--- config.mk ---
export PLATFORM = sky130hd
export DESIGN_NAME = controlador_mdio
export DESIGN_NICKNAME = d
export VERILOG_FILES = /design/src/rtl/mdio_pkg.sv /design/src/rtl/mdio_mdc_gen.sv /design/src/rtl/controlador_mdio.sv
export SDC_FILE = /design/constraint.sdc
export NUM_CORES = 1
export LEC_CHECK = 0
export CELL_PAD_IN_SITES_DETAIL_PLACEMENT = 1
export CELL_PAD_IN_SITES_GLOBAL_PLACEMENT = 1
export CORE_MARGIN = 5
export CORE_UTILIZATION = 25
export DETAILED_ROUTE_END_ITERATION = 6
export HOLD_SLACK_MARGIN = 0.15
export MAX_ROUTING_LAYER = met4
export PLACE_DENSITY = 0.64
export SLEW_MARGIN = 10
export SYNTH_ARGS = -nofsm -noshare
export SYNTH_HDL_FRONTEND = slang
export SYNTH_HIERARCHICAL = 1
export SYNTH_SLANG_ARGS = --single-unit
export TNS_END_PERCENT = 50
--- constraint.sdc ---
create_clock -name CLK -period 1.8 [get_ports CLK]
set_input_delay 0.18 -clock CLK [delete_from_list [all_inputs] [get_ports CLK]]
set_output_delay 0.18 -clock CLK [all_outputs]
set_load 0.005 [all_outputs]
--- src/rtl/mdio_pkg.sv ---
// MDIO management frame layout and controller state encoding,
// shared by the MDIO initiator and receiver.
package mdio_pkg;

  localparam int ST_HI      = 31;
  localparam int OP_HI      = 29;
  localparam int PHY_HI     = 27;
  localparam int REG_HI     = 22;
  localparam int TA_HI      = 17;
  localparam int DATA_HI    = 15;
  localparam int FRAME_BITS = 32;

  localparam logic [1:0] OP_WRITE = 2'b01;
  localparam logic [1:0] OP_READ  = 2'b10;

  typedef enum logic [1:0] {
    IDLE  = 2'd0,
    SHIFT = 2'd1,
    DONE  = 2'd2
  } state_t;

endpackage

--- src/rtl/mdio_mdc_gen.sv ---
// MDC divider: toggles every HALF_PER clocks while enabled and
// flags the clock edges on which MDC is about to rise or fall.
module mdio_mdc_gen #(
  parameter int HALF_PER = 1
) (
  input  logic clk,
  input  logic rst_n,
  input  logic en,
  output logic mdc,
  output logic rise,
  output logic fall
);

  localparam int CW = $clog2(HALF_PER) + 1;

  logic [CW-1:0] cnt;
  logic          tick;

  assign tick = en && (cnt == CW'(HALF_PER - 1));
  assign rise = tick && !mdc;
  assign fall = tick && mdc;

  always_ff @(posedge clk) begin
    if (!rst_n || !en) begin
      cnt <= '0;
      mdc <= 1'b0;
    end else if (tick) begin
      cnt <= '0;
      mdc <= ~mdc;
    end else begin
      cnt <= cnt + CW'(1);
    end
  end

endmodule

--- src/rtl/controlador_mdio.sv ---
// MDIO station-management initiator: serialises a 32-bit frame on
// MDIO with a generated MDC and captures read data from the PHY.
module controlador_mdio
  import mdio_pkg::*;
#(
  parameter int HALF_PER = 1
) (
  input  logic        CLK,
  input  logic        RESET,
  input  logic        MDIO_START,
  input  logic [31:0] T_DATA,
  input  logic        MDIO_IN,
  output logic        MDC,
  output logic        MDIO_OUT,
  output logic        MDIO_OE,
  output logic        MDIO_DONE,
  output logic [15:0] RD_DATA,
  output logic        DATA_RDY
);

  state_t      state;
  state_t      nxt;
  logic [5:0]  bit_cnt;
  logic [31:0] sr;
  logic [15:0] rx;
  logic        rd;
  logic        rise;
  logic        fall;
  logic        last;
  logic        nxt_out;
  logic        nxt_oe;
  logic        nxt_done;
  logic        nxt_rdy;

  mdio_mdc_gen #(
    .HALF_PER(HALF_PER)
  ) u_mdc (
    .clk  (CLK),
    .rst_n(RESET),
    .en   (state == SHIFT),
    .mdc  (MDC),
    .rise (rise),
    .fall (fall)
  );

  assign last = fall && (bit_cnt == 6'(FRAME_BITS - 1));

  always_ff @(posedge CLK) begin
    if (!RESET) state <= IDLE;
    else        state <= nxt;
  end

  always_comb begin
    nxt = state;
    unique case (state)
      IDLE:    if (MDIO_START) nxt = SHIFT;
      SHIFT:   if (last) nxt = DONE;
      DONE:    nxt = IDLE;
      default: nxt = IDLE;
    endcase
  end

  // Next values of the registered outputs.
  always_comb begin
    nxt_out  = MDIO_OUT;
    nxt_oe   = MDIO_OE;
    nxt_done = 1'b0;
    nxt_rdy  = 1'b0;
    unique case (state)
      IDLE: begin
        nxt_out = MDIO_START && T_DATA[ST_HI];
        nxt_oe  = MDIO_START;
      end
      SHIFT: begin
        if (last) begin
          nxt_out  = 1'b0;
          nxt_oe   = 1'b0;
          nxt_done = 1'b1;
          nxt_rdy  = rd;
        end else if (fall) begin
          nxt_oe  = !rd || (bit_cnt < 6'd15);
          nxt_out = nxt_oe && sr[FRAME_BITS-2];
        end
      end
      default: begin
        nxt_out = 1'b0;
        nxt_oe  = 1'b0;
      end
    endcase
  end

  always_ff @(posedge CLK) begin
    if (!RESET) begin
      MDIO_OUT  <= 1'b0;
      MDIO_OE   <= 1'b0;
      MDIO_DONE <= 1'b0;
      DATA_RDY  <= 1'b0;
      RD_DATA   <= '0;
      bit_cnt   <= '0;
      sr        <= '0;
      rx        <= '0;
      rd        <= 1'b0;
    end else begin
      MDIO_OUT  <= nxt_out;
      MDIO_OE   <= nxt_oe;
      MDIO_DONE <= nxt_done;
      DATA_RDY  <= nxt_rdy;
      if (state == IDLE) begin
        bit_cnt <= '0;
        if (MDIO_START) begin
          sr <= T_DATA;
          rd <= (T_DATA[OP_HI -: 2] == OP_READ);
          rx <= '0;
        end
      end
      if (state == SHIFT && fall) begin
        sr      <= {sr[FRAME_BITS-2:0], 1'b0};
        bit_cnt <= bit_cnt + 6'd1;
      end
      // The PHY's data half is sampled as MDC rises.
      if (state == SHIFT && rise && rd && bit_cnt >= 6'd16)
        rx <= {rx[14:0], MDIO_IN};
      if (last && rd)
        RD_DATA <= rx;
    end
  end

endmodule

==> results list <==
- Run status: finished clean
- Startpoint type of the worst setup path: flop
- Sequential elements use a little under half of the synthesized area.
- After clock tree synthesis, the clock-pin slew on the worst setup and hold paths is 0.06 ns.
- Summed over all layers, the global routing overflow is 0.
* Buffers added on ports: 56
* Number of enable-type register cells in the synthesized netlist: 0
* Arrival @ worst endpoint: 1.94 ns
- Number of buffers and inverters on the critical path: 1
- Dividing total power by cell area gives a power density of a little under 1000 nW/um^2.
- Number of buffers created by CTS: 9
* Slowest cell on crit path: or4_2
* Share of post-route cells with drive strength above 1: 10.61%
* Vias in the first global route: around 3,100
- The total area inside the core boundary comes to approximately 13,000 um^2.
* Worst-margin pin slew: 0.6583 ns
- Synthesized net count: 424
* Synthesis-to-finish area growth: 36.52%
- Summed over its instances, the top area cell type makes up 47.38% of the synthesized netlist area.
* Flop and latch count out of synthesis: 78
- Gate count after technology mapping: around 390
- Die Height: 124.8 um
* Netlist area before placement: 3296 um^2
* Commonest cells in the netlist: 78 x dfxtp_1, 77 x nand2_1, 34 x a21oi_1
* Critical path capture point type: flop
- VDD IR max: 380.6 uV
* WL final: approximately 9100 um
- Top delay family on crit path: simple AND/OR/NAND/NOR gates
* Post-DP HPWL: 6147 um
- GP Congestion: 0.7233
- CP Max Fanout: 6
- Entering global routing, the biggest net connects 51 pins.
- The hold violation total from the final report is 0.
- Minimum hold slack: 0.2564 ns
- # setup viols final: 0
- The tightest min-delay check is of the in2reg type.
- Total power: 4.368 mW
- Top-count cell post-synth: dfxtp_1
- At the end of the flow the core is filled with cells to between 30% and 40%.
* Fraction of synthesis flops using an asynchronous set or reset pin: 0%
- Synth warnings: 6
- Number of distinct library cells after synthesis: 46
* Placement row count: 42
* Top cells by area in the synthesized netlist: dfxtp_1 47%, nand2_1 8.8%, a21oi_1 5.2%, mux2i_1 5.2%, nand3_1 4.4%
- Counting along the longest clock path gives a buffer depth of 2.
- Max-cap violations: 0
- Routed WL per cell: between 10 and 15 um
- In this run the cell area measured after placement is 4105 um^2.
- The synthesized design spends more area on one cell type than any other, namely dfxtp_1.
* Number of antenna violations at the first check in global routing: 0
* Number of max-slew violations in the final report: 0
- At the later pin of the worst-skew pair, clock insertion delay measures roughly 0.33 ns.
* Worst path cell trace: nand2b_4 -> inv_2 -> and3b_2 -> nand4_4 -> or4_2 -> o21ai_0
* Cell total after placement: 601
- DRT iter0 DRCs: 147
- By startpoint and endpoint, the worst setup path is classified as reg2reg.
- On the final layout, the worst clock skew is 0.004841 ns.
* Via density: 4.835
- Counting the fill cells in the layout gives 1,511.
* Delay contributed by the slowest stage of the critical path: 0.57 ns
- Antenna cell count: 0
* Clock sink count: 78
* CTS tree: built
- H-Tree Depth: 3
* Total via count after detailed routing: 2,993
* NumNets Final: 475
- Initial DRT Pass Iterations: 4
- All-layer global routing usage: 12.40%
- Average instance area after synthesis: approximately 8.5 um^2
- CTS Hold Buffers Added: 0
- The clock period could shrink to 1.692 ns.
* CP required: slightly above 2 ns
- For this design the top-level I/O count stands at 57.
* Total leakage power: 1.504 nW
- The floorplan step defined a die boundary enclosing between 15,000 and 20,000 um^2.
* Drt drc: 0
- In the synthesized netlist the dominant register cell turns out to be dfxtp_1.
* First-pass GRT wire length: 15,650 um
- The cell sitting at the root of the clock tree is a clkbuf_16.
* Final cycle utilization of the critical path: between 90% and 100%
* Worst-case headroom to the max-slew limit: between 50 and 60%
- Overall die width: 124.8 um
- Post-route ant nets: 0
* Cell Count, Final, Fillers Out: 619
- Once the floorplan was initialized, standard cells occupied 25.19% of the core.
- Timing would allow up to 0.5910 GHz.
- With fillers left out, the area of the finished cells amounts to 4499 um^2.
==> stage by stage <==
| step | worst slack [ns] | setup TNS [ns] |
|---|---|---|
| finish | 0.1079 | 0 |
| global route | -0.0005189 | -0.0005189 |
| CTS | 0.05478 | 0 |
| detailed placement | -0.00004763 | -0.00004763 |
| global placement | 0.06527 | 0 |
| floorplan | 0.01058 | 0 |
==> layer usage <==
metal | track usage [%] | vias up | wire length (um)
met1 | 14.76 | 1428 | 4049
li1 | - | 1492 | -
met3 | 3.516 | 13 | 358
met4 | 3.635 | 0 | 133
met5 | - | - | 0
met2 | 20.48 | 60 | 4522
==> power breakdown <==
part	internal (mW)	switching (mW)
combinational	0.158	0.162
clock	1.53	0.709
sequential	1.78	0.0296
total	3.47	0.901
==> layout make-up <==
class	count	area [um^2]	area share (%)
Clock buffer	10	239.0	5.311
Clock inverter	6	132.6	2.948
Inverter	4	15.01	0.3337
Multi-Input combinational cell	272	1585	35.23
Sequential cell	78	1562	34.71
Tap cell	176	220.2	4.894
Timing Repair Buffer	73	745.7	16.57
==> cell families (layout without fill, tap and decap cells) <==
| group | after synthesis | in the layout | share of synthesized area [%] |
|---|---|---|---|
| flip-flops | 78 | 78 | 47.38 |
| other | 1 | 1 | 0.1138 |
| AO/OA/AOI/OAI | 116 | 116 | 20.96 |
| buffers and inverters | 37 | 93 | 5.163 |
| adder cells (fa/ha/maj) | 1 | 1 | 0.3796 |
| XOR/XNOR | 1 | 1 | 0.2658 |
| multiplexers | 17 | 17 | 5.163 |
| AND/OR/NAND/NOR | 136 | 136 | 20.58 |
==> flip-flops by register name (all words and copies together), names as in the netlist <==
signal	cells
DATA_RDY	1
MDIO_DONE	1
MDIO_OE	1
MDIO_OUT	1
RD_DATA	16
bit_cnt	6
rd	1
rx	16
sr	31
state	2
u_mdc/cnt	1
u_mdc/mdc	1
==> timing repair <==
item / 4_1_cts / 5_1_grt
endpoints found under the setup margin: 4 / 22
pin swaps: 0 / 1
resized for setup: 1 / 1
setup buffers: 1 / 1
==> worst min-delay path, stage by stage <==
cell     delay, ns
buf_2         0.12
inv_2         0.06
or4_2         0.10
o21ai_0       0.07
==> cell usage in the layout, fill, tap and decap left out, types with 2 or more instances in the layout <==
cell             Yosys  routed
o22ai_1              2       2
a22oi_1             10      10
clkbuf_16            0       9
o21ai_0             24      24
mux2i_1             17      17
inv_2                1       2
nand3_1             29      29
a31oi_1             22      22
o211ai_1            17      17
nand4b_1             2       2
nor4_1               2       2
clkdlybuf4s50_1      0      55
buf_12               1       5
buf_4                0      12
a21oi_1             34      34
nor2b_1              2       2
bufinv_16            0       4
inv_1                3       2
o21ai_1              3       3
nand2b_1             4       3
nand3b_1             2       2
nand2_1             77      77
dfxtp_1             78      78
==> final timing paths <==
kind,startpoint,slack (ns),cells after the start,endpoint
max,state[1],0.11,6,bit_cnt[4]
min,RESET,0.26,4,bit_cnt[4]
max reg2reg,state[1],0.11,6,bit_cnt[4]
min reg2reg,RD_DATA[3],0.46,2,RD_DATA[3]
(Power assumes the default switching activity.)
==> patch, RTL diff (same flow settings) <==
Reset style: asynchronous (`RESET`), changed in 2 clocked blocks.
--- a/src/rtl/controlador_mdio.sv
+++ b/src/rtl/controlador_mdio.sv
@@ -45,7 +45,7 @@
 
   assign last = fall && (bit_cnt == 6'(FRAME_BITS - 1));
 
-  always_ff @(posedge CLK) begin
+  always_ff @(posedge CLK or negedge RESET) begin
     if (!RESET) state <= IDLE;
     else        state <= nxt;
   end
@@ -89,7 +89,7 @@
     endcase
   end
 
-  always_ff @(posedge CLK) begin
+  always_ff @(posedge CLK or negedge RESET) begin
     if (!RESET) begin
       MDIO_OUT  <= 1'b0;
       MDIO_OE   <= 1'b0;
Function: differs if RESET is asserted again (counterexample within 4 cycles, from zero or initial values and one cycle with RESET low); with RESET held inactive, the same outputs for 10 cycles.
==> patch against the original RTL <==
Worst hold slack better by 0.032 ns. Synthesized area is 5.5% higher. Final cell count is 12% lower. Worst setup slack worse by 0.060 ns. Sequential cell count stayed put. Final area is 6.6% higher. Global-route usage is 1.7 points lower. Critical path type unchanged. Sequential share of layout area is 5.8 points higher. Critical path depth is 2 higher. Wire length is 9.1% lower. Non-clock buffer count is 2 higher. Largest cell class is now flip-flops and latches.
Power is not compared: it rests on default switching activity, and its combinational part moved more than twofold at a synthesized area within 25%.
==> patch: results (changes against the original RTL) <==
stage	metric	value	unit	change
synth	Seq/Total Area, Yosys	55.9	%	+8.5 points
placement	Final GP Congestion	0.769		+6.4%
drt	DR iter-0 viols	79		-46%
synth	synthesized area	0.00348	mm²	+5.5%
synth	top_reg_cell synth	dfrtp_1		
placement	dpl hpwl	5.48	mm	-11%
setup_path	top fanout value on the critical path	8		+2
clock_network	CTS Buffer Depth	2		unchanged
global_routing	vias in the first global route	2662		-15%
clock_network	TritonCTS Buffers	9		unchanged
final_layout	layout cell share with drive strength beyond 1	20.2	%	+9.6 points
setup_path	WP data arrival	1.97	ns	+0.03 ns
placement	placed cells	523		-13%
drt	DRT Wirelength	8.24	mm	-9.1%
placement	Port Buf Inserts	56		unchanged
synth	syn_nets	330		-22%
setup_path	crit path launch	state[1]		
placement	Post-DP Area	0.00436	mm²	+6.2%
run_status	status	completed		
synth	top area cells in the synthesized netlist	dfrtp_1, mux2_2, mux2i_1		
placement	Post-Place Setup Slack	0.00907	ns	+0.00911 ns
clock_network	Reg clk slew, reported paths	0.06	ns	about the same
drt	drt via density	4.45		-8.0%
drt	Pre-Repair DR Iteration Count	4		unchanged
clock_network	Setup Buffers After CTS	1		unchanged
clock_network	post_cts resized	2		+1
synth	ys async rst share	97.4	%	+97 points
global_routing	initial antenna violation count	0		unchanged
final_layout	flip-flop count of the largest register after layout	31		unchanged
clock_network	H-tree levels	3		unchanged
final_layout	nets	399		-16%
global_routing	Total Routing Usage GR	10.7	%	-1.7 points
drt	drt wl/cell	15.1	µm	+2.9%
clock_network	cts-stage hold buffer count	1		+1
clock_network	Skew-Pair Late Insertion Delay	0.34	ns	
power	worst vdd ir	0.000385	V	
global_routing	global-route wire length before repair	13.3	mm	-15%
power	Leak	2.02	nW	
min_path	worst hold path type	input port to async pin		
global_routing	largest net degree at the start of global routing	62		+22%
clock_network	root buffer cell	clkbuf_16		
synth	top cells by instance count after synthesis	dfrtp_1, nand2_1, mux2i_1, o21ai_0, mux2_2		
final_layout	fillers	1514		+0.20%
synth	Yosys Warn Count	6		unchanged
synth	syn_area_per_cell	11.9	µm²	+39%
final_layout	number of antenna diodes	0		unchanged
synth	synth unique cells	43		-6.5%
final_layout	top flop regs	sr: 31 flops, RD_DATA: 16 flops, rx: 16 flops		
sta	Final Skew	0.00518	ns	+0.000342 ns
==> patch: cell families (layout without fill, tap and decap cells) <==
group | after synthesis | count (layout) | share of synthesized area, %
buffers and inverters | 22 | 96 | 3.13
XOR/XNOR | 1 | 1 | 0.252
adder cells (fa/ha/maj) | 1 | 1 | 0.360
multiplexers | 66 | 66 | 20.2
AND/OR/NAND/NOR | 77 | 77 | 12.3
other | 1 | 1 | 0.108
AO/OA/AOI/OAI | 47 | 47 | 7.81
flip-flops | 78 | 78 | 55.9
==> patch: per-layer routing <==
layer	up-vias	part of all wire (%)	global-route usage, %
li1	1155	-	-
met1	1212	43	12.1
met2	53	49	17.0
met3	12	5.4	4.25
met4	0	2.2	4.31
met5	-	0	-
==> patch: worst max-delay path, cell delays in order (launching register included) <==
cell and delay (ns):
dfrtp_1 0.38, nand2b_4 0.16, inv_4 0.08, nor3b_4 0.19
o21ai_2 0.09, nor3_4 0.16, buf_12 0.14, buf_12 0.12
mux2_2 0.33
==> patch: cell type report <==
class / count / area [µm²] / share of cell area (%)
flip-flops and latches: 78 / 1940 / 40.5
multi-input cells: 193 / 1500 / 31.2
repair buffers: 75 / 837 / 17.5
clock buffers: 15 / 268 / 5.58
well taps: 180 / 225 / 4.70
inverters: 5 / 21.3 / 0.444
clock inverters: 1 / 5.00 / 0.104
==> patch: final timing paths <==
path / endpoint / slack [ns] / cells after the start
max in group asynchronous: sr[4] / 0.84 / 3
worst max-delay path: rx[3] / 0.05 / 8
worst max register to register: rx[3] / 0.05 / 8
worst min register to register: sr[11] / 0.48 / 2
worst min-delay path: rx[14] / 0.29 / 2
min in group CLK: sr[0] / 0.47 / 3
==> patch: where the power goes <==
part           total, mW  internal, mW  switching, mW
clock network       1.68          1.01          0.674
logic              0.784         0.419          0.366
registers           2.39          2.14          0.246
total               4.85          3.57           1.29
